<file path="config.mk">
export PLATFORM = sky130hd
export DESIGN_NAME = id_ex_stage
export DESIGN_NICKNAME = d
export VERILOG_FILES = /design/src/rtl/id_ex_stage.sv
export SDC_FILE = /design/constraint.sdc
export NUM_CORES = 1
export LEC_CHECK = 0
export ABC_AREA = 1
export CORE_MARGIN = 2
export CORE_UTILIZATION = 40
export DETAILED_ROUTE_END_ITERATION = 12
export PLACE_DENSITY = 0.83
export SLEW_MARGIN = 20
export SYNTH_ARGS = -nofsm -noshare
export SYNTH_HDL_FRONTEND = slang
export SYNTH_SLANG_ARGS = --single-unit
</file>
<file path="constraint.sdc">
create_clock -name clk -period 4.3 [get_ports clk]
set_clock_uncertainty 0.2 [all_clocks]
set_input_delay 0.86 -clock clk [delete_from_list [all_inputs] [get_ports clk]]
set_output_delay 0.86 -clock clk [all_outputs]
set_load 0.01 [all_outputs]
</file>
<file path="src/rtl/id_ex_stage.sv">
// ID/EX pipeline register with load-use hazard detection, bubble insertion on
// stall or flush, and a saturating stall-cycle counter for performance debug.
module id_ex_stage #(
    parameter int WIDTH = 16,
    parameter int REGW  = 3,
    parameter int OPW   = 5
) (
    input  logic             clk,
    input  logic             rst,
    input  logic             flush,
    input  logic             valid_ID,
    input  logic [REGW-1:0]  read_reg1_ID,
    input  logic [REGW-1:0]  read_reg2_ID,
    input  logic             use_r1_ID,
    input  logic             use_r2_ID,
    input  logic [REGW-1:0]  w1_reg_ID,
    input  logic             reg_en_ID,
    input  logic             mem_en_ID,
    input  logic             mem_wr_ID,
    input  logic             b_sel_ID,
    input  logic [OPW-1:0]   alu_op_ID,
    input  logic [WIDTH-1:0] rs_ID,
    input  logic [WIDTH-1:0] rt_ID,
    input  logic [WIDTH-1:0] imm_ID,
    input  logic [WIDTH-1:0] pc_inc_ID,
    output logic [REGW-1:0]  read_reg1_ID_EX,
    output logic [REGW-1:0]  read_reg2_ID_EX,
    output logic [REGW-1:0]  w1_reg_ID_EX,
    output logic             reg_en_ID_EX,
    output logic             mem_en_ID_EX,
    output logic             mem_wr_ID_EX,
    output logic             b_sel_ID_EX,
    output logic             valid_ID_EX,
    output logic [OPW-1:0]   alu_op_ID_EX,
    output logic [WIDTH-1:0] rs_ID_EX,
    output logic [WIDTH-1:0] rt_ID_EX,
    output logic [WIDTH-1:0] imm_ID_EX,
    output logic [WIDTH-1:0] pc_inc_ID_EX,
    output logic             stall,
    output logic [15:0]      stall_count
);

    typedef enum logic {RUN, BUBBLE} state_t;

    typedef struct packed {
        logic             valid;
        logic             reg_en;
        logic             mem_en;
        logic             mem_wr;
        logic             b_sel;
        logic [OPW-1:0]   alu_op;
        logic [REGW-1:0]  rr1;
        logic [REGW-1:0]  rr2;
        logic [REGW-1:0]  w1;
        logic [WIDTH-1:0] rs;
        logic [WIDTH-1:0] rt;
        logic [WIDTH-1:0] imm;
        logic [WIDTH-1:0] pc_inc;
    } idex_t;

    function automatic logic [15:0] sat_inc(input logic [15:0] v);
        return (v == 16'hFFFF) ? v : v + 16'd1;
    endfunction

    state_t      state_q;
    idex_t       idex_q, idex_d;
    logic [15:0] stall_count_q, stall_count_d;
    logic        ld_ex, haz;

    always_comb begin
        idex_d        = '0;
        idex_d.valid  = valid_ID;
        idex_d.reg_en = reg_en_ID;
        idex_d.mem_en = mem_en_ID;
        idex_d.mem_wr = mem_wr_ID;
        idex_d.b_sel  = b_sel_ID;
        idex_d.alu_op = alu_op_ID;
        idex_d.rr1    = read_reg1_ID;
        idex_d.rr2    = read_reg2_ID;
        idex_d.w1     = w1_reg_ID;
        idex_d.rs     = rs_ID;
        idex_d.rt     = rt_ID;
        idex_d.imm    = imm_ID;
        idex_d.pc_inc = pc_inc_ID;
    end

    // A bubble in ID/EX has valid=0, so the hazard term is naturally false in BUBBLE.
    assign ld_ex = idex_q.valid & idex_q.mem_en & ~idex_q.mem_wr & idex_q.reg_en;
    assign haz   = valid_ID & ld_ex &
                   ((use_r1_ID & (read_reg1_ID == idex_q.w1)) |
                    (use_r2_ID & (read_reg2_ID == idex_q.w1)));
    assign stall = haz & ~flush;

    assign stall_count_d = stall ? sat_inc(stall_count_q) : stall_count_q;

    always_ff @(posedge clk or posedge rst) begin
        if (rst) begin
            state_q       <= RUN;
            idex_q        <= '0;
            stall_count_q <= '0;
        end else begin
            stall_count_q <= stall_count_d;
            case (state_q)
                RUN: begin
                    if (flush || stall) begin
                        idex_q  <= '0;
                        state_q <= BUBBLE;
                    end else begin
                        idex_q  <= idex_d;
                    end
                end
                BUBBLE: begin
                    if (flush) begin
                        idex_q  <= '0;
                    end else begin
                        idex_q  <= idex_d;
                        state_q <= RUN;
                    end
                end
                default: begin
                    idex_q  <= '0;
                    state_q <= RUN;
                end
            endcase
        end
    end

    assign read_reg1_ID_EX = idex_q.rr1;
    assign read_reg2_ID_EX = idex_q.rr2;
    assign w1_reg_ID_EX    = idex_q.w1;
    assign reg_en_ID_EX    = idex_q.reg_en;
    assign mem_en_ID_EX    = idex_q.mem_en;
    assign mem_wr_ID_EX    = idex_q.mem_wr;
    assign b_sel_ID_EX     = idex_q.b_sel;
    assign valid_ID_EX     = idex_q.valid;
    assign alu_op_ID_EX    = idex_q.alu_op;
    assign rs_ID_EX        = idex_q.rs;
    assign rt_ID_EX        = idex_q.rt;
    assign imm_ID_EX       = idex_q.imm;
    assign pc_inc_ID_EX    = idex_q.pc_inc;
    assign stall_count     = stall_count_q;

endmodule
</file>
==> results by group <==
Power and ir drop
  • Total power: 1.93 mW
  • Combinational Power Share: 0.138
  • Part of the power in the clock network: 0.346
  • Switch share: 0.232
  • Net switching power: about 0.45 mW
  • Sequential share of power: 0.515
  • Peak VDD IR: around 0.00027 V
  • Pleak: approximately 3.1 nW
  • Pwr Density: roughly 320 nW/µm²
  • Pint: approximately 1.5 mW

Global route
  • Initial antenna violation count: 0
  • Tot GR Track Use: 0.196
  • Largest net degree at the start of global routing: 58
  • Vias in the first global route: about 3.4k
  • First-pass GRT wire length: 15,800 µm
  • Overflow after GRT: 0

Min path
  • Hold Crit Class: reg2reg
  • Worst Hold End: stall_count[1]
  • Min-Delay Path Depth: 2
  • Hold_sp: stall_count[1]

Yosys
  • Avg Inst Size Synth: around 9 µm²
  • Synthesis Warnings: 0
  • Sequential area share after synthesis: 0.641
  • Flops & latches, synth: 100
  • Yosys cell types: 19
  • Syn Nets: ~520
  • Synth Instances: between 400 and 500
  • Cell Area, Synth: around 4000 µm²

Die
  • I/O pins: between 150 and 200
  • Initial core utilization: 0.405
  • Overall die width: about 100 µm
  • Core area: approximately 9600 µm²
  • Num rows: 36
  • Die height: around 100 µm
  • Die area: between 10,000 and 15,000 µm²

Clock network
  • CTS tree: yes
  • Clock slew at reported path FFs: ~0.09 ns
  • H-tree depth: 3
  • Post-CTS Repair Setup Buffers: 0
  • CTS root buf: clkbuf_8
  • Cts repair resizes: 0
  • Cts bufs inserted: 9
  • CTS max path bufs: 2
  • Clock sinks: 100
  • Clk Latency, worst-skew pair: 0.36 ns
  • Post-CTS Hold Buffers: 0

Critical path
  • CP Max Fanout: 4
  • Setup Crit Path Kind: in2out
  • Slowest stage delay, CP: between 0.5 and 0.6 ns
  • Critical R2R Capture: stall_count[13]
  • Setup crit end kind: output pin
  • Most used cell, CP: nand2_1
  • CP arrival: 2.50 ns
  • Worst setup SP type: input port
  • Critical-path top delay cell: clkdlybuf4s50_1
  • Reg2Reg Depth: 10
  • CP Data Required Time: approximately 3.2 ns
  • Reg2reg start: stall_count[0]
  • R2R setup slack: about 2.2 ns
  • Crit path cell chain: clkdlybuf4s50_1 > inv_1 > nand2_1 > nand2_1 > nor2_1 > nand2_1 > nand2_2 > nand3_2 > inv_1 > clkdlybuf4s50_1

Cells and area
  • Diodes inserted: 0
  • Syn-to-layout area delta: 56.7%
  • Share of layout cells above drive strength 1: 0.0416
  • Nets: 709
  • Most frequent cells in the layout: clkdlybuf4s50_1, nor2_1, dfrtp_1
  • Commonest non-fill, non-tap cell in the layout: clkdlybuf4s50_1

STA
  • Max Fclk: 281 MHz
  • Fin. max-slew vios: 0
  • RSZ-0062 raised after global routing: no
  • Min Tclk post-route: approximately 3.6 ns
  • Final TNS setup: 0 ns
  • Setup Viol. Count Final: 0
  • Slew @ Worst Pin: 0.638 ns
  • Max-slew headroom: 0.575
  • WHS: around 0.35 ns
  • Final Cycle Share: 0.828
  • Fin. Hold Viols: 0

Routing
  • Wire per inst: about 13 µm
  • TritonRoute pass-1 iters: 4
  • WL final: 9710 µm
  • Vias per cell: 4.29
  • Via count: approximately 3.3k
  • DRT iter0 DRCs: 78
  • Post-route DRC: 0
  • Final ANT Viol Nets: 0

Placement
  • IO buf count: ~190
  • HPWL Detailed: about 7300 µm
  • RePlAce Congestion: between 0.8 and 0.9

Run
  • Max-cap violations: 0

Status
  • Status: completed
==> kinds of logic (layout without fill, tap and decap cells) <==
family,count (synthesis),count (layout),share of synthesized area
adder cells (fa/ha/maj),1,1,0.00320
AND/OR/NAND/NOR,204,204,0.205
XOR/XNOR,12,12,0.0269
flip-flops,100,100,0.641
buffers and inverters,112,307,0.121
AO/OA/AOI/OAI,1,1,0.00224
==> final cells by class <==
cell class	instances	area (µm²)
clock buffers	10	138
clock inverters	6	86.3
fillers	784	3520
inverters	101	382
multi-input cells	218	936
flip-flops and latches	100	2500
well taps	133	166
repair buffers	190	1910
==> per-layer routing <==
metal,track usage,routed length (µm),vias up
met2,0.332,5020,132
met4,0.108,310,0
met5,0,0,-
met1,0.211,3600,1511
met3,0.0732,775,24
li1,-,-,1584
==> worst max-delay path by stage <==
stage	startpoint	endpoint	slack [ns]	depth (start not counted)
2_1_floorplan	rst	alu_op_ID_EX[0]	0.62	1
3_3_place_gp	read_reg2_ID[1]	stall	0.79	10
5_1_grt	read_reg2_ID[1]	stall	0.61	10
4_1_cts	read_reg2_ID[1]	stall	0.75	10
6_report	read_reg2_ID[1]	stall	0.74	10
3_5_place_dp	read_reg2_ID[1]	stall	0.75	10
==> cell usage after synthesis <==
cell,number,area share
nor2_1,103,0.099
nand3_2,1,0.0026
buf_4,3,0.0058
nand3_1,6,0.0077
dfrtp_1,100,0.64
nor2_2,1,0.0016
ha_1,1,0.0032
inv_2,1,0.00096
nand2_1,86,0.083
nand2_2,1,0.0016
buf_6,5,0.014
nor3_1,3,0.0038
xnor2_1,5,0.011
nand4_2,1,0.0032
buf_2,3,0.0038
xor2_1,7,0.016
nand4_1,2,0.0032
inv_1,100,0.096
o21ai_2,1,0.0022
==> per-stage QoR <==
| step | instance area (µm²) | worst slack [ns] | util | cells |
|---|---|---|---|---|
| after floorplan | 3900 | 0.621 | - | 430 |
| after global placement | 5890 | 0.788 | 0.611 | 742 |
| after detailed placement | 5890 | 0.747 | 0.611 | 742 |
| after CTS | 6120 | 0.745 | 0.635 | 758 |
| after global routing | 6120 | 0.614 | 0.635 | 758 |
| final | 6120 | 0.738 | 0.635 | 758 |
==> worst max-delay path, delay by kind of cell <==
family,cells,cell delay (ns)
buffers and inverters,4,1.16
AND/OR/NAND/NOR,6,0.48
==> sequential cells by signal, indices dropped and copies added, names as in the netlist <==
signal / count
imm_ID_EX: 16
pc_inc_ID_EX: 16
rs_ID_EX: 16
rt_ID_EX: 16
stall_count: 16
alu_op_ID_EX: 5
read_reg1_ID_EX: 3
read_reg2_ID_EX: 3
w1_reg_ID_EX: 3
b_sel_ID_EX: 1
mem_en_ID_EX: 1
mem_wr_ID_EX: 1
reg_en_ID_EX: 1
state_q: 1
valid_ID_EX: 1
==> power groups by stage <==
stage / registers [mW] / clock network [mW] / logic, mW
after global placement: 1.01 / 0 / 0.264
after detailed placement: 1.01 / 0 / 0.270
final: 0.993 / 0.667 / 0.267
after CTS: 0.994 / 0.690 / 0.272
after global routing: 0.999 / 0.714 / 0.292
after floorplan: 1.03 / 0 / 0.0682
Note: power is estimated with default switching activity, not from simulation.
